[src/rtl/rgb565_crop_packer_if.sv]
// Pixel-stream input and frame-buffer FIFO output of the RGB565 crop/packer.
// The bench drives through the master modport and the packer uses the slave modport.
interface rgb565_crop_packer_if;
    logic        vs_i;
    logic        de_i;
    logic        pix_vld_i;
    logic [15:0] pdata_i;
    logic        wr_full_i;
    logic        wr_en_o;
    logic [63:0] wr_data_o;
    logic        frame_start_o;
    logic        frame_done_o;
    logic        overflow_o;
    logic [15:0] drop_cnt_o;

    modport master (
        output vs_i, de_i, pix_vld_i, pdata_i, wr_full_i,
        input  wr_en_o, wr_data_o, frame_start_o, frame_done_o, overflow_o, drop_cnt_o
    );

    modport slave (
        input  vs_i, de_i, pix_vld_i, pdata_i, wr_full_i,
        output wr_en_o, wr_data_o, frame_start_o, frame_done_o, overflow_o, drop_cnt_o
    );
endinterface

[src/rtl/rgb565_crop_packer.sv]
// Crops a fixed window out of the camera RGB565 stream and packs 4 kept pixels per
// 64-bit FIFO word, reporting frame start/done and dropped words on a full FIFO.
module rgb565_crop_packer #(
    parameter int X_START = 0,
    parameter int Y_START = 0,
    parameter int OUT_W   = 1280,
    parameter int OUT_H   = 720,
    parameter int CNT_W   = 12
) (
    input  logic                 pclk,
    input  logic                 rst,
    rgb565_crop_packer_if.slave  bus
);
    localparam logic [CNT_W-1:0] X_S    = CNT_W'(X_START);
    localparam logic [CNT_W-1:0] Y_S    = CNT_W'(Y_START);
    localparam logic [CNT_W-1:0] WIN_W  = CNT_W'(OUT_W);
    localparam logic [CNT_W-1:0] WIN_H  = CNT_W'(OUT_H);
    localparam logic [CNT_W-1:0] X_LAST = CNT_W'(X_START + OUT_W - 1);
    localparam logic [CNT_W-1:0] Y_LAST = CNT_W'(Y_START + OUT_H - 1);

    typedef enum logic [1:0] {WAIT_VS, FRAME, DONE} state_t;

    state_t            state_reg;
    logic              vs_d_reg;
    logic              de_d_reg;
    logic              line_hit_reg;
    logic [CNT_W-1:0]  x_reg;
    logic [CNT_W-1:0]  y_reg;
    logic [1:0]        slot_reg;
    logic [15:0]       lane_reg [3];
    logic              wr_en_reg;
    logic [63:0]       wr_data_reg;
    logic              frame_start_reg;
    logic              frame_done_reg;
    logic              overflow_reg;
    logic [15:0]       drop_cnt_reg;

    logic              vs_rise;
    logic              de_fall;
    logic [CNT_W-1:0]  x_off;
    logic [CNT_W-1:0]  y_off;
    logic              keep;
    logic              last_pix;
    logic              lane_we;
    logic [63:0]       full_word;

    assign vs_rise  = bus.vs_i & ~vs_d_reg;
    assign de_fall  = ~bus.de_i & de_d_reg;
    // Offsets below the window start wrap to large values, so one compare per axis suffices.
    assign x_off    = x_reg - X_S;
    assign y_off    = y_reg - Y_S;
    assign keep     = (x_off < WIN_W) && (y_off < WIN_H);
    assign last_pix = (x_reg == X_LAST) && (y_reg == Y_LAST);
    assign lane_we  = (state_reg == FRAME) && !vs_rise && bus.pix_vld_i && keep;
    assign full_word = {bus.pdata_i, lane_reg[2], lane_reg[1], lane_reg[0]};

    // Slots 0..2 are buffered; slot 3 comes straight from the input in the completing cycle.
    generate
        for (genvar gi = 0; gi < 3; gi++) begin : g_lane
            always_ff @(posedge pclk) begin
                if (rst) begin
                    lane_reg[gi] <= '0;
                end else if (lane_we && slot_reg == 2'(gi)) begin
                    lane_reg[gi] <= bus.pdata_i;
                end
            end
        end
    endgenerate

    always_ff @(posedge pclk) begin
        if (rst) begin
            state_reg       <= WAIT_VS;
            vs_d_reg        <= 1'b0;
            de_d_reg        <= 1'b0;
            line_hit_reg    <= 1'b0;
            x_reg           <= '0;
            y_reg           <= '0;
            slot_reg        <= '0;
            wr_en_reg       <= 1'b0;
            wr_data_reg     <= '0;
            frame_start_reg <= 1'b0;
            frame_done_reg  <= 1'b0;
            overflow_reg    <= 1'b0;
            drop_cnt_reg    <= '0;
        end else begin
            vs_d_reg        <= bus.vs_i;
            de_d_reg        <= bus.de_i;
            wr_en_reg       <= 1'b0;
            frame_start_reg <= 1'b0;
            frame_done_reg  <= 1'b0;
            if (vs_rise) begin
                state_reg       <= FRAME;
                frame_start_reg <= 1'b1;
                x_reg           <= '0;
                y_reg           <= '0;
                slot_reg        <= '0;
                line_hit_reg    <= 1'b0;
                overflow_reg    <= 1'b0;
                drop_cnt_reg    <= '0;
            end else if (state_reg == FRAME) begin
                if (bus.pix_vld_i) begin
                    x_reg        <= x_reg + CNT_W'(1);
                    line_hit_reg <= 1'b1;
                    if (keep) begin
                        slot_reg <= slot_reg + 2'd1;
                        if (slot_reg == 2'd3) begin
                            if (!bus.wr_full_i) begin
                                wr_en_reg   <= 1'b1;
                                wr_data_reg <= full_word;
                            end else begin
                                overflow_reg <= 1'b1;
                                if (drop_cnt_reg != 16'hFFFF) begin
                                    drop_cnt_reg <= drop_cnt_reg + 16'd1;
                                end
                            end
                        end
                        if (last_pix) begin
                            frame_done_reg <= 1'b1;
                            state_reg      <= DONE;
                        end
                    end
                end
                // Lines without any strobe do not advance y; short lines lose their partial word.
                if (de_fall) begin
                    x_reg        <= '0;
                    slot_reg     <= '0;
                    line_hit_reg <= 1'b0;
                    if (line_hit_reg || bus.pix_vld_i) begin
                        y_reg <= y_reg + CNT_W'(1);
                    end
                end
            end
        end
    end

    assign bus.wr_en_o       = wr_en_reg;
    assign bus.wr_data_o     = wr_data_reg;
    assign bus.frame_start_o = frame_start_reg;
    assign bus.frame_done_o  = frame_done_reg;
    assign bus.overflow_o    = overflow_reg;
    assign bus.drop_cnt_o    = drop_cnt_reg;
endmodule

[src/flat_wrapper.sv]
// flat-port wrapper written by rule: the top's interface ports become plain ports
module rgb565_crop_packer_flat 
#(
    parameter int X_START = 0,
    parameter int Y_START = 0,
    parameter int OUT_W   = 1280,
    parameter int OUT_H   = 720,
    parameter int CNT_W   = 12
)
  (pclk, rst, bus_vs_i, bus_de_i, bus_pix_vld_i, bus_pdata_i, bus_wr_full_i, bus_wr_en_o, bus_wr_data_o, bus_frame_start_o, bus_frame_done_o, bus_overflow_o, bus_drop_cnt_o);
  rgb565_crop_packer_if bus_i ();
  input  logic pclk;
  input  logic rst;
  input wire logic [$bits(bus_i.vs_i)-1:0] bus_vs_i;
  input wire logic [$bits(bus_i.de_i)-1:0] bus_de_i;
  input wire logic [$bits(bus_i.pix_vld_i)-1:0] bus_pix_vld_i;
  input wire logic [$bits(bus_i.pdata_i)-1:0] bus_pdata_i;
  input wire logic [$bits(bus_i.wr_full_i)-1:0] bus_wr_full_i;
  output wire logic [$bits(bus_i.wr_en_o)-1:0] bus_wr_en_o;
  output wire logic [$bits(bus_i.wr_data_o)-1:0] bus_wr_data_o;
  output wire logic [$bits(bus_i.frame_start_o)-1:0] bus_frame_start_o;
  output wire logic [$bits(bus_i.frame_done_o)-1:0] bus_frame_done_o;
  output wire logic [$bits(bus_i.overflow_o)-1:0] bus_overflow_o;
  output wire logic [$bits(bus_i.drop_cnt_o)-1:0] bus_drop_cnt_o;
  assign bus_i.vs_i = bus_vs_i;
  assign bus_i.de_i = bus_de_i;
  assign bus_i.pix_vld_i = bus_pix_vld_i;
  assign bus_i.pdata_i = bus_pdata_i;
  assign bus_i.wr_full_i = bus_wr_full_i;
  assign bus_wr_en_o = bus_i.wr_en_o;
  assign bus_wr_data_o = bus_i.wr_data_o;
  assign bus_frame_start_o = bus_i.frame_start_o;
  assign bus_frame_done_o = bus_i.frame_done_o;
  assign bus_overflow_o = bus_i.overflow_o;
  assign bus_drop_cnt_o = bus_i.drop_cnt_o;
  rgb565_crop_packer #(.X_START(X_START), .Y_START(Y_START), .OUT_W(OUT_W), .OUT_H(OUT_H), .CNT_W(CNT_W)) u_core (.pclk(pclk), .rst(rst), .bus(bus_i));
endmodule
[config.mk]
export PLATFORM = sky130hd
export DESIGN_NAME = rgb565_crop_packer_flat
export DESIGN_NICKNAME = d
export VERILOG_FILES = /design/src/rtl/rgb565_crop_packer_if.sv /design/src/rtl/rgb565_crop_packer.sv /design/src/flat_wrapper.sv
export SDC_FILE = /design/constraint.sdc
export NUM_CORES = 1
export LEC_CHECK = 0
export ABC_AREA = 1
export ABC_CLOCK_PERIOD_IN_PS = 2000
export CAP_MARGIN = 20
export CORE_ASPECT_RATIO = 0.5
export CORE_MARGIN = 2
export CORE_UTILIZATION = 54
export DETAILED_ROUTE_END_ITERATION = 7
export MAX_ROUTING_LAYER = met4
export PLACE_DENSITY_LB_ADDON = 0.12
export SETUP_SLACK_MARGIN = 0.05
export SLEW_MARGIN = 40
export SYNTH_ARGS = -nofsm -noshare
export SYNTH_HDL_FRONTEND = slang
export SYNTH_SLANG_ARGS = --single-unit
[constraint.sdc]
create_clock -name pclk -period 2 [get_ports pclk]
set_input_delay 0.3 -clock pclk [delete_from_list [all_inputs] [get_ports pclk]]
set_output_delay 0.3 -clock pclk [all_outputs]
set_load 0.01 [all_outputs]
# Word-level counts from Yosys, hierarchy flattened
# Memories as Yosys holds them, arrays and structs flattened. A register that Yosys moved wholly into a read port is not among the register bits.
# Cells that the tools add are included.
dict set report op_classes {
  n_addsub 4
  order_cmp 2
  eq_ne 7
  muxes 29
  bitwise_logic 13
  reduce_logical 28
}
# operator count
set ops {}
lappend ops {{two-way mux 16 bit} 3}
lappend ops {{adder 12 x 1 -> 12 bit, second input constant} 2}
lappend ops {{two-way mux 12 bit} 2}
lappend ops {{two-way mux 1 bit} 21}
lappend ops {{adder 16 x 1 -> 16 bit, second input constant} 1}
lappend ops {{!= test 16 bit, second input constant} 1}
lappend ops {{== test 12 x 10 -> 1 bit, second input constant} 1}
lappend ops {{== test 12 x 11 -> 1 bit, second input constant} 1}
lappend ops {{less-than comparator 12 x 10 -> 1 bit, second input constant} 1}
lappend ops {{less-than comparator 12 x 11 -> 1 bit, second input constant} 1}
lappend ops {{AND reduction 6 bit} 2}
lappend ops {{nonzero test 2 bit} 6}
lappend ops {{logical AND 1 bit} 8}
lappend ops {{NOT 1 bit} 8}
lappend ops {{AND reduction 4 bit} 2}
lappend ops {{two-way mux 2 bit} 3}
lappend ops {{AND reduction 3 bit} 2}
lappend ops {{OR reduction 6 bit} 1}
lappend ops {{AND reduction 5 bit} 1}
lappend ops {{OR reduction 5 bit} 1}
lappend ops {{== test 2 x 1 -> 1 bit, second input constant} 2}
lappend ops {{== test 2 bit, second input constant} 2}
lappend ops {{bitwise OR 1 bit} 3}
lappend ops {{adder 2 x 1 -> 2 bit, second input constant} 1}
lappend ops {{6 further kinds} 7}
dict set report totals {
  reg_bits 115
  ram_bits 48
  inputBits 22
  output_inout_bits 84
  wordCells 98
  n_memories 1
}
# memory words width rd rd_ports_with_merged_regs wr line_no
set memory_table {}
lappend memory_table {u_core.lane_reg 3 16 3 3 3 rgb565_crop_packer.sv:30} ;# logic [15:0] lane_reg [3];

# Longest topological paths before layout
# Gate-level depths: netlist (run 1).
dict set report logic_depth {
  depth_word 11
  ltp_mapped 11
}

# Least setup slack after synthesis (run 1)
# OpenSTA, ideal clock, no wires.
dict set report synth_path {
  kind {register to register}
  start {register u_core.x_reg[11]}
  end {memory u_core.lane_reg[0][0], enable pin}
  setup_time_ns 0.372
  t_arrival_ns 1.397
  t_required_ns 1.628
  slack_ns 0.232
  stages_incl_launch_ff 9
  n_path_buf 0
  period_less_slack_ns 1.768
  cell_sequence {dfxtp_1 -> inv_2 -> nand2_1 -> nor2_1 -> nor2_4 -> nand3_4 -> nor2_8 -> nand3_1 -> nand2_1}
}
# item line_no
set synth_lines {}
lappend synth_lines {{start: declaration} rgb565_crop_packer.sv:27} ;# logic [CNT_W-1:0] x_reg;
lappend synth_lines {{start signal: assignment} rgb565_crop_packer.sv:102} ;# x_reg <= x_reg + CNT_W'(1);
lappend synth_lines {{end: declaration} rgb565_crop_packer.sv:30}

==> summary.txt, run 1 <==
Status
  – Status: complete, no violations

Clocking
  – Clock-pin slew on the worst setup and hold paths: 0.07 ns
  – CTS max path bufs: 2
  – Maximum level of the CTS H-tree: 4
  – CTS sink count: 163
  – Inserted Clock Buffers: 17
  – Count of hold buffers inserted by post-cts repair: 0
  – Setup bufs post-CTS: 0
  – Clock tree from TritonCTS: built
  – Post-cts gate resize count: 0
  – CTS Root Buffer Type: sky130_fd_sc_hd__clkbuf_16
  – Insertion delay to the later sink of the worst-skew pair: 0.43 ns

Logic synthesis
  – Fraction of the mapped netlist area in adder cells: 0.0121
  – Proportion of synthesized flip-flops having asynchronous set or reset: 0
  – Commonest register cell after synthesis: sky130_fd_sc_hd__dfxtp_1
  – Nets in the synthesized netlist: 919
  – Distinct cells, synth: 36
  – Post-Synth XOR/XNOR Area: 0.0145
  – Count of state elements after synthesis: 163
  – Share of synthesized area occupied by flip-flops and latches: 0.518
  – Gate Count Post-Synth: 890
  – Fraction of synthesized area in multiplexers: 0
  – Dominant combinational cell family by area after synthesis: simple AND/OR/NAND/NOR gates
  – Post-synth design cell area: 7230 sq um
  – Mapped Avg Cell Area: 8.13 sq um
  – Simple-gate area share of the yosys netlist: 0.348
  – Compound-gate portion of the synthesized area: 0.0356
  – Number of synthesized flops with an enable pin: 48
  – Number of warnings reported in the yosys synthesis log: 0

Critical path
  – CP Data Required Time: 2.14 ns
  – Delay of the slowest cell on the worst path: 0.36 ns
  – Slowest cell on the critical path: sky130_fd_sc_hd__dfxtp_1
  – Most frequent cell on the critical path: sky130_fd_sc_hd__nand3_1
  – Critical Path AT: 1.93 ns
  – Classification of the worst setup path: flip-flop to flip-flop
  – Worst r2r dst: u_core.lane_reg[0][3]$_SDFFCE_PN0P_
  – Kind of capture point of the worst setup path: flip-flop
  – Cells traversed along the worst timing path: nand2_2 > nand3_1 > nor2_4 > nand3_4 > nor2_8 > nand3_1 > nand2_1 > buf_12
  – Type of element launching the critical path: flip-flop
  – Reg2Reg Setup Slack: 0.21 ns
  – Maximum fanout along the worst path: 16
  – Reg2Reg Launch Point: u_core.y_reg[8]$_SDFFE_PP0P_
  – R2R cell count: 8

Timing
  – Slew @ Worst Pin: 0.542 ns
  – Headroom to the max-slew limit: 0.638
  – Max Fclk: 0.558 GHz
  – Final period demand of the worst path: 1.79 ns
  – Worst-case clock skew: 0.0164 ns
  – Hold Fails Final Rpt: 0
  – Total setup violations reported at the end of the flow: 0
  – Unrepaired setup endpoints after global routing: no
  – Final Cycle Share: 0.896
  – Max-slew violation count: 0
  – Worst setup margin: 0.209 ns

Global routing
  – Total GRT Usage: 0.243
  – GRT Residual Overflow: 0
  – GR Layer Usage met2: 0.416
  – Via count of the first global-routing pass: 5655
  – Met1 Resource Use GR: 0.296
  – Most used routing layer: met2
  – Met3 Track Usage GR: 0.0475
  – Wire length of the first global-routing pass: 26700 um
  – Antenna violations before repair: 0
  – Pin count of the biggest net entering global routing: 65

Floorplanning
  – Initial cell density of the core: 0.562
  – Die extent in x: 168 um
  – Standard-cell rows: 29
  – Core region area: 12900 sq um
  – IO Count: 106
  – Area of the die: 14400 sq um
  – Die span in y: 85.8 um

Final layout
  – Antenna diodes: 0
  – Fraction of final layout cells with drive strength greater than 1: 0.0890
  – Summed area of non-filler cells in the final layout: 9110 sq um
  – Layout Area Growth over Synthesis: 25.9%
  – Final layout net count: 1027
  – Number of fill cells: 992
  – Commonest cells after routing, fill and taps aside: 238 x sky130_fd_sc_hd__nor2_1, 174 x sky130_fd_sc_hd__nand2_1, 115 x sky130_fd_sc_hd__dfxtp_1
  – Most common library cell in the layout ignoring fill and taps: sky130_fd_sc_hd__nor2_1
  – Utilization after layout: 0.707

Detailed routing
  – Antenna Violating Nets Remaining: 0
  – Via density per instance: 5.06
  – WL/cell: 13.5 um
  – TritonRoute pass-1 iters: 5
  – Detailed-route DRC error count: 0
  – Detailed-route via count: 5980
  – Final routed wirelength across all metal layers: 15900 um
  – Detailed Route Iter0 Violations: 429

Power
  – Worst ir drop on vdd: 0.000490 V
  – Ratio of total power to cell area: 784 nW/um^2
  – Power, Total: 7.14 mW
  – Leak Pwr: 3.46 nW

Worst hold path
  – Worst min-delay path endpoint: u_core.de_d_reg$_SDFF_PP0_
  – Worst hold path startpoint: bus_de_i
  – Type of the most critical hold path: input port to flip-flop
  – Worst Hold Path Cells: 3

Placement
  – Routability Congestion: 0.874
  – Post-DP HPWL: 10700 um
  – Number of port buffers: 105
  – Post-Place Cell Area: 8500 sq um
  – Worst setup timing slack at the placement stage: -0.0276 ns

Run
  – Max capacitance violation total: 0
[per-layer routing]
layer,vias to the layer above,routed length (um)
li1,3048,-
met1,2772,7290
met4,0,211
met2,140,7810
met5,-,0
met3,20,618
[cells in the mapped netlist (all sizes together), types with 2 or more instances]
| cell type | count | share of area |
|---|---|---|
| xnor2 | 5 | 0.0061 |
| edfxtp | 48 | 0.20 |
| nand2 | 178 | 0.093 |
| nand3 | 47 | 0.035 |
| buf | 32 | 0.033 |
| o21a | 2 | 0.0021 |
| a21oi | 30 | 0.021 |
| nand4 | 12 | 0.017 |
| nor4 | 2 | 0.0038 |
| nand3b | 48 | 0.050 |
| nor2 | 256 | 0.14 |
| clkbuf | 6 | 0.0031 |
| ha | 7 | 0.012 |
| nor3 | 7 | 0.0048 |
| dfxtp | 115 | 0.32 |
| inv | 69 | 0.036 |
| xor2 | 7 | 0.0085 |
| o21ai | 15 | 0.011 |
[stage by stage]
stage	hold WS, ns	TNS [ns]	cells
after CTS	0.431	0	1181
after detailed placement	0.456	-0.726	1149
after global routing	0.443	0	1181
final	0.443	0	1181
after global placement	0.453	0	1149
after floorplan	0.372	0	890
[worst max-delay path by stage]
stage                                          start  cells after the start                                      to
2_1_floorplan          u_core.x_reg[11]$_SDFFE_PP0P_                      8     u_core.lane_reg[0][0]$_SDFFCE_PN0P_
3_3_place_gp                                bus_vs_i                      7    u_core.lane_reg[1][13]$_SDFFCE_PN0P_
3_5_place_dp                                bus_vs_i                      6    u_core.lane_reg[0][11]$_SDFFCE_PN0P_
4_1_cts                 u_core.y_reg[8]$_SDFFE_PP0P_                      8     u_core.lane_reg[0][4]$_SDFFCE_PN0P_
5_1_grt        u_core.bus.drop_cnt_o[0]$_SDFFE_PP0P_                      9  u_core.bus.drop_cnt_o[10]$_SDFFE_PP0P_
6_report                u_core.y_reg[8]$_SDFFE_PP0P_                      8     u_core.lane_reg[0][3]$_SDFFCE_PN0P_
[layout make-up]
type | instances | area [sq um] | share of cell area
flip-flops and latches | 163 | 3740 | 0.411
multi-input cells | 620 | 2970 | 0.326
repair buffers | 127 | 1320 | 0.144
clock buffers | 17 | 425 | 0.0467
inverters | 69 | 262 | 0.0287
well taps | 170 | 213 | 0.0233
clock inverters | 15 | 179 | 0.0196
[critical path: cells and delay by family, from the launching register on]
kind	cells	cell delay (ns)
flip-flops	1	0.36
buffers and inverters	1	0.16
AND/OR/NAND/NOR	7	0.98
[cells by family after synthesis]
logic type               count (synthesis)
AND/OR/NAND/NOR                        552
flip-flops                             163
buffers and inverters                  107
AO/OA/AOI/OAI                           49
XOR/XNOR                                12
adder cells (fa/ha/maj)                  7
[power by group]
part / internal (mW) / switching, mW / total, mW
Clock: 1.80 / 1.52 / 3.32
Sequential: 3.44 / 0.0151 / 3.46
Combinational: 0.130 / 0.234 / 0.364
Total: 5.37 / 1.77 / 7.14
Power figures use the tool's default switching activity.
==> run 2, diff against run 1 <==
--- a/config.mk
+++ b/config.mk
@@ -6,11 +6,11 @@
 export NUM_CORES = 1
 export LEC_CHECK = 0
 export ABC_AREA = 1
-export ABC_CLOCK_PERIOD_IN_PS = 2000
+export ABC_CLOCK_PERIOD_IN_PS = 1600
 export CAP_MARGIN = 20
 export CORE_ASPECT_RATIO = 0.5
 export CORE_MARGIN = 2
-export CORE_UTILIZATION = 54
+export CORE_UTILIZATION = 49
 export DETAILED_ROUTE_END_ITERATION = 7
 export MAX_ROUTING_LAYER = met4
 export PLACE_DENSITY_LB_ADDON = 0.12
==> constraint.sdc (replaced) <==
create_clock -name pclk -period 1.6 [get_ports pclk]
set_input_delay 0.24 -clock pclk [delete_from_list [all_inputs] [get_ports pclk]]
set_output_delay 0.24 -clock pclk [all_outputs]
set_load 0.01 [all_outputs]
==> summary.txt, run 2 (synthesis results as in run 1) <==
Clocking
  – Insertion delay to the later sink of the worst-skew pair: 0.43 ns (about the same)
  – Count of hold buffers inserted by post-cts repair: 0 (unchanged)
  – Inserted Clock Buffers: 17 (unchanged)
  – CTS Root Buffer Type: sky130_fd_sc_hd__clkbuf_16 (unchanged)
  – Clock-pin slew on the worst setup and hold paths: 0.07 ns (about the same)
  – CTS max path bufs: 2 (unchanged)
  – CTS sink count: 163 (unchanged)
  – Maximum level of the CTS H-tree: 4 (unchanged)
  – Clock tree from TritonCTS: built (unchanged)

Detailed routing
  – Antenna Violating Nets Remaining: 0 (unchanged)
  – TritonRoute pass-1 iters: 5 (unchanged)
  – Wl on met1: 8990 um (was 7290 um)
  – Detailed-route via count: 6634 (was 5980)
  – WL/cell: 15.8 um (was 13.5 um)
  – Uppermost signal routing layer after detailed routing: met4 (unchanged)
  – Detailed-routed wire length on met2: 9870 um (was 7810 um)
  – Detailed Route Iter0 Violations: 425 (was 429)
  – Via density per instance: 5.10 (was 5.06)
  – Detailed-route DRC error count: 0 (unchanged)
  – Length of routed met3 wiring: 1310 um (was 618 um)
  – Final routed wirelength across all metal layers: 20600 um (was 15900 um)

Timing
  – Final sum of negative setup slack: -8.01 ns (was 0 ns)
  – Total setup violations reported at the end of the flow: 150 (was 0)
  – Max-slew violation count: 0 (unchanged)
  – Final period demand of the worst path: 1.71 ns (was 1.79 ns)
  – Unrepaired setup endpoints after global routing: yes (was no)
  – Final Cycle Share: 1.07 (was 0.896)
  – Hold Slack: 0.178 ns (was 0.443 ns)
  – Slew @ Worst Pin: 0.736 ns (was 0.542 ns)
  – Worst-case clock skew: 0.0157 ns (was 0.0164 ns)
  – Worst setup margin: -0.111 ns (was 0.209 ns)
  – Headroom to the max-slew limit: 0.509 (was 0.638)
  – Hold Fails Final Rpt: 0 (unchanged)
  – Max Fclk: 0.585 GHz (was 0.558 GHz)

Global routing
  – Wire length of the first global-routing pass: 29100 um (was 26700 um)
  – Via count of the first global-routing pass: 5929 (was 5655)
  – Pin count of the biggest net entering global routing: 37 (was 65)
  – Total GRT Usage: 0.240 (was 0.243)
  – GRT Residual Overflow: 0 (unchanged)
  – Antenna violations before repair: 0 (unchanged)

Status
  – Violated checks: setup timing
  – Status: complete, but fails checks (was complete, no violations)

Placement
  – Post-DP HPWL: 11600 um (was 10700 um)
  – Routability Congestion: 0.861 (was 0.874)
  – Number of port buffers: 105 (unchanged)
  – Post-Place Cell Area: 9040 sq um (was 8500 sq um)

Critical path
  – R2R cell count: 7 (was 8)
  – Worst r2r dst: u_core.lane_reg[2][13]$_SDFFCE_PN0P_ (was u_core.lane_reg[0][3]$_SDFFCE_PN0P_)
  – Critical Path Start: u_core.y_reg[11]$_SDFFE_PP0P_ (was u_core.y_reg[8]$_SDFFE_PP0P_)
  – Kind of capture point of the worst setup path: flip-flop (unchanged)
  – Classification of the worst setup path: flip-flop to flip-flop (unchanged)
  – Reg2Reg Launch Point: u_core.y_reg[11]$_SDFFE_PP0P_ (was u_core.y_reg[8]$_SDFFE_PP0P_)
  – Reg2Reg Setup Slack: -0.11 ns (was 0.21 ns)
  – Critical Path AT: 1.84 ns (was 1.93 ns)
  – CP Data Required Time: 1.73 ns (was 2.14 ns)
  – Maximum fanout along the worst path: 8 (was 16)
  – Type of element launching the critical path: flip-flop (unchanged)
  – End point of the critical path: u_core.lane_reg[2][13]$_SDFFCE_PN0P_ (was u_core.lane_reg[0][3]$_SDFFCE_PN0P_)

Worst hold path
  – Type of the most critical hold path: input port to flip-flop (unchanged)

Power
  – Worst ir drop on vdd: 0.000643 V (was 0.000490 V)
  – Leak Pwr: 5.04 nW (was 3.46 nW)
  – Ratio of total power to cell area: 843 nW/um^2 (was 784 nW/um^2)
  – Power, Total: 9.04 mW (was 7.14 mW)

Floorplanning
  – Area of the die: 15800 sq um (was 14400 sq um)
  – Core region area: 14400 sq um (was 12900 sq um)
  – Initial cell density of the core: 0.501 (was 0.562)
  – Die span in y: 89.9 um (was 85.8 um)
  – Die extent in x: 176 um (was 168 um)
  – IO Count: 106 (unchanged)
  – Standard-cell rows: 31 (was 29)

Final layout
  – Fraction of final layout cells with drive strength greater than 1: 0.243 (was 0.0890)
  – Layout Area Growth over Synthesis: 48.2% (was 25.9%)
  – Antenna diodes: 0 (unchanged)
  – Final layout net count: 1119 (was 1027)
  – Most common library cell in the layout ignoring fill and taps: sky130_fd_sc_hd__nor2_1 (unchanged)
  – Commonest cells after routing, fill and taps aside: 197 x sky130_fd_sc_hd__nor2_1, 163 x sky130_fd_sc_hd__nand2_1, 105 x sky130_fd_sc_hd__dfxtp_1 (was 238 x sky130_fd_sc_hd__nor2_1, 174 x sky130_fd_sc_hd__nand2_1, 115 x sky130_fd_sc_hd__dfxtp_1)
  – Summed area of non-filler cells in the final layout: 10700 sq um (was 9110 sq um)
  – Number of fill cells: 1085 (was 992)

Run
  – Max capacitance violation total: 0 (unchanged)
run 2: area by class of cell:
cell class                 instances  area, sq um  area share
inverter                          69          282      0.0263
multi-input combinational        626         3440       0.321
timing repair buffer             212         2380       0.222
tap                              198          248      0.0231
timing repair inverter             1         11.3     0.00105
clock buffer                      18          439      0.0410
sequential                       163         3760       0.350
clock inverter                    14          158      0.0147
run 2: worst min path at each step:
stage	startpoint	endpoint	slack, ns	depth (start not counted)
CTS	bus_de_i	u_core.de_d_reg$_SDFF_PP0_	0.37	3
global placement	u_core.state_reg[1]$_SDFFE_PP0P_	u_core.state_reg[1]$_SDFFE_PP0P_	0.44	2
global route	bus_vs_i	u_core.vs_d_reg$_SDFF_PP0_	0.20	4
finish	bus_vs_i	u_core.vs_d_reg$_SDFF_PP0_	0.18	4
floorplan	rst	u_core.bus.wr_en_o$_SDFF_PP0_	0.31	1
detailed placement	u_core.state_reg[1]$_SDFFE_PP0P_	u_core.state_reg[1]$_SDFFE_PP0P_	0.45	2
run 2: metal layers:
layer | global-route usage | vias to the layer above
li1 | - | 3261
met1 | 0.305 | 3132
met2 | 0.393 | 206
met3 | 0.0431 | 35
met4 | 0.0764 | 0
met5 | - | -
run 2: critical path: stages, from the launching register on:
cell                      delay [ns]
sky130_fd_sc_hd__dfxtp_2        0.33
sky130_fd_sc_hd__nor2_2         0.11
sky130_fd_sc_hd__nand3_2        0.11
sky130_fd_sc_hd__nor2_4         0.13
sky130_fd_sc_hd__nand3_4        0.12
sky130_fd_sc_hd__nor2_8         0.21
sky130_fd_sc_hd__nand3_2        0.18
sky130_fd_sc_hd__nand2_4        0.21
run 2: stage by stage:
stage	worst slack, ns	util	cells
5_1_grt	-0.177	0.743	1301
3_5_place_dp	-0.328	0.627	1235
3_3_place_gp	-0.303	0.627	1235
4_1_cts	-0.0441	0.685	1282
6_report	-0.111	0.743	1301
2_1_floorplan	0.0398	-	890
run 2: report_power, final:
part | switching, mW | internal (mW) | leakage [nW]
Combinational | 0.385 | 0.250 | 3.32
Clock | 1.94 | 2.14 | 0.293
Sequential | 0.0187 | 4.31 | 1.43
run 2: repair_timing:
action                                  4_1_cts  5_1_grt
endpoints found under the setup margin      219      224
resized for setup                            78      147
setup buffers                                10        8
gates cloned                                  6       16
pin swaps                                    12       38
==> run 3, diff against run 2 <==
--- a/config.mk
+++ b/config.mk
@@ -14,6 +14,7 @@
 export DETAILED_ROUTE_END_ITERATION = 7
 export MAX_ROUTING_LAYER = met4
 export PLACE_DENSITY_LB_ADDON = 0.12
+export RECOVER_POWER = 50
 export SETUP_SLACK_MARGIN = 0.05
 export SLEW_MARGIN = 40
 export SYNTH_ARGS = -nofsm -noshare
==> summary.txt, run 3 (synthesis results as in run 1) <==
Status
  – Status: complete, but fails checks (unchanged)
  – Violated checks: setup timing (unchanged)

Power
  – Sequential group share of total power: 0.478 (about the same)
  – Ratio of total power to cell area: 850 nW/um^2 (was 843 nW/um^2)
  – Leak Pwr: 4.36 nW (was 5.04 nW)
  – Proportion of power drawn by combinational gates: 0.070 (about the same)
  – Internal power summed over all cells: 6.69 mW (was 6.70 mW)
  – Clock share of power: 0.451 (about the same)
  – Worst ir drop on vdd: 0.000644 V (was 0.000643 V)
  – Total net switching power: 2.34 mW (about the same)
  – Switching share of total power: 0.259 (about the same)

Detailed routing
  – Length of routed met3 wiring: 1310 um (about the same)
  – Via density per instance: 5.13 (was 5.10)
  – Wl on met1: 8930 um (was 8990 um)
  – Detailed Route Iter0 Violations: 474 (was 425)
  – Antenna Violating Nets Remaining: 0 (unchanged)
  – Detailed-route via count: 6679 (was 6634)
  – Final routed wirelength across all metal layers: 20600 um (about the same)
  – Uppermost signal routing layer after detailed routing: met4 (unchanged)
  – Detailed-routed wire length on met2: 9950 um (was 9870 um)
  – TritonRoute pass-1 iters: 5 (unchanged)
  – Detailed-route DRC error count: 0 (unchanged)
  – WL/cell: 15.8 um (about the same)

Placement
  – Routability Congestion: 0.861 (unchanged)
  – Post-DP HPWL: 11600 um (unchanged)
  – Number of port buffers: 105 (unchanged)

Timing
  – Worst setup margin: -0.111 ns (about the same)
  – Hold Slack: 0.176 ns (was 0.178 ns)
  – Final period demand of the worst path: 1.71 ns (about the same)
  – Hold Fails Final Rpt: 0 (unchanged)
  – Max Fclk: 0.584 GHz (was 0.585 GHz)
  – Total setup violations reported at the end of the flow: 155 (was 150)
  – Max-slew violation count: 0 (unchanged)
  – Worst-case clock skew: 0.0154 ns (was 0.0157 ns)
  – Slew @ Worst Pin: 0.739 ns (was 0.736 ns)
  – Final sum of negative setup slack: -8.51 ns (was -8.01 ns)
  – Final Cycle Share: 1.07 (about the same)
  – Unrepaired setup endpoints after global routing: yes (unchanged)
  – Headroom to the max-slew limit: 0.507 (was 0.509)

Clocking
  – Insertion delay to the later sink of the worst-skew pair: 0.43 ns (about the same)
  – Count of hold buffers inserted by post-cts repair: 0 (unchanged)
  – CTS Root Buffer Type: sky130_fd_sc_hd__clkbuf_16 (unchanged)
  – Inserted Clock Buffers: 17 (unchanged)
  – Clock-pin slew on the worst setup and hold paths: 0.07 ns (about the same)
  – CTS sink count: 163 (unchanged)
  – Clock tree from TritonCTS: built (unchanged)
  – Maximum level of the CTS H-tree: 4 (unchanged)
  – CTS max path bufs: 2 (unchanged)

Critical path
  – Worst r2r dst: u_core.lane_reg[2][13]$_SDFFCE_PN0P_ (unchanged)
  – Kind of capture point of the worst setup path: flip-flop (unchanged)
  – R2R cell count: 7 (unchanged)
  – Type of element launching the critical path: flip-flop (unchanged)
  – Reg2Reg Launch Point: u_core.y_reg[11]$_SDFFE_PP0P_ (unchanged)
  – Critical Path AT: 1.84 ns (about the same)
  – Reg2Reg Setup Slack: -0.11 ns (about the same)
  – CP Data Required Time: 1.73 ns (about the same)
  – Critical Path Start: u_core.y_reg[11]$_SDFFE_PP0P_ (unchanged)
  – Classification of the worst setup path: flip-flop to flip-flop (unchanged)
  – End point of the critical path: u_core.lane_reg[2][13]$_SDFFCE_PN0P_ (unchanged)
  – Maximum fanout along the worst path: 8 (unchanged)

Floorplanning
  – Standard-cell rows: 31 (unchanged)
  – IO Count: 106 (unchanged)
  – Die extent in x: 176 um (unchanged)
  – Die span in y: 89.9 um (unchanged)
  – Area of the die: 15800 sq um (unchanged)
  – Initial cell density of the core: 0.501 (unchanged)
  – Core region area: 14400 sq um (unchanged)

Worst hold path
  – Type of the most critical hold path: input port to flip-flop (unchanged)

Global routing
  – GRT Residual Overflow: 0 (unchanged)
  – Wire length of the first global-routing pass: 29100 um (unchanged)
  – Antenna violations before repair: 0 (unchanged)
  – Via count of the first global-routing pass: 5929 (unchanged)
  – Pin count of the biggest net entering global routing: 37 (unchanged)
  – Total GRT Usage: 0.240 (unchanged)

Final layout
  – Register area: 3760 sq um (unchanged)
  – Area taken by multi-input logic gates: 3440 sq um (unchanged)
  – Final layout net count: 1119 (unchanged)
  – Layout Area Growth over Synthesis: 46.9% (was 48.2%)
  – Antenna diodes: 0 (unchanged)
  – Number of fill cells: 1110 (was 1085)
  – Fraction of final layout cells with drive strength greater than 1: 0.243 (unchanged)
  – Commonest cells after routing, fill and taps aside: 197 x sky130_fd_sc_hd__nor2_1, 163 x sky130_fd_sc_hd__nand2_1, 105 x sky130_fd_sc_hd__dfxtp_1 (unchanged)
  – Most common library cell in the layout ignoring fill and taps: sky130_fd_sc_hd__nor2_1 (unchanged)
  – Utilization after layout: 0.737 (was 0.743)

Run
  – Max capacitance violation total: 0 (unchanged)
-- run 3: cell count changes in the layout (fill, tap and decap cells not counted), sizes merged --
| cell | before | now |
|---|---|---|
| clkbuf | 29 | 30 |
| dlymetal6s2s | 37 | 2 |
| buf | 96 | 95 |
| clkdlybuf4s50 | 23 | 22 |
| dlygate4sd3 | 0 | 1 |
| clkdlybuf4s25 | 0 | 35 |
-- run 3: power by group through the flow --
stage                     Sequential, mW  Combinational [mW]  Clock [mW]
final                               4.32               0.635        4.08
after global routing                4.33               0.675        4.30
after CTS                           4.32               0.535        4.10
after detailed placement            4.42               0.510           0
after global placement              4.41               0.504           0
after floorplan                     4.41               0.300           0
-- run 3: per-stage QoR --
stage          instance area, sq um  instances  setup WS, ns  power (mW)
6_report                      10600       1301        -0.111        9.04
5_1_grt                       10600       1301        -0.177        9.30
4_1_cts                        9880       1282       -0.0441        8.95
3_5_place_dp                   9040       1235        -0.328        4.93
3_3_place_gp                   9040       1235        -0.303        4.92
2_1_floorplan                  7260        890        0.0398        4.71
-- run 3: critical path: stages, from the launching register on --
cell and delay [ns]:
sky130_fd_sc_hd__dfxtp_2 0.33, sky130_fd_sc_hd__nor2_2 0.11, sky130_fd_sc_hd__nand3_2 0.11, sky130_fd_sc_hd__nor2_4 0.14
sky130_fd_sc_hd__nand3_4 0.12, sky130_fd_sc_hd__nor2_8 0.21, sky130_fd_sc_hd__nand3_2 0.18, sky130_fd_sc_hd__nand2_4 0.21
-- run 3: final cells by class --
| cell class | instances | share of cell area |
|---|---|---|
| sequential | 163 | 0.353 |
| multi-input combinational | 626 | 0.324 |
| timing repair buffer | 212 | 0.216 |
| clock buffer | 18 | 0.0413 |
| inverter | 69 | 0.0265 |
| tap | 198 | 0.0233 |
| clock inverter | 14 | 0.0148 |
| timing repair inverter | 1 | 0.00106 |
-- run 3: repair_timing --
item,4_1_cts,5_1_grt
resized for setup,78,147
setup endpoints to repair,219,224
cloned,6,16
pin swaps,12,38
buffers inserted,10,8
-- run 3: routing by layer --
metal	up-vias	global-route usage
met5	-	-
met4	0	0.0764
met3	29	0.0431
met2	221	0.393
met1	3170	0.305
li1	3259	-
-- run 3: worst min path at each step --
stage,start,end,cells after the start
finish,bus_vs_i,u_core.vs_d_reg$_SDFF_PP0_,4
detailed placement,u_core.state_reg[1]$_SDFFE_PP0P_,u_core.state_reg[1]$_SDFFE_PP0P_,2
CTS,bus_de_i,u_core.de_d_reg$_SDFF_PP0_,3
global placement,u_core.state_reg[1]$_SDFFE_PP0P_,u_core.state_reg[1]$_SDFFE_PP0P_,2
global route,bus_vs_i,u_core.vs_d_reg$_SDFF_PP0_,4
floorplan,rst,u_core.bus.wr_en_o$_SDFF_PP0_,1
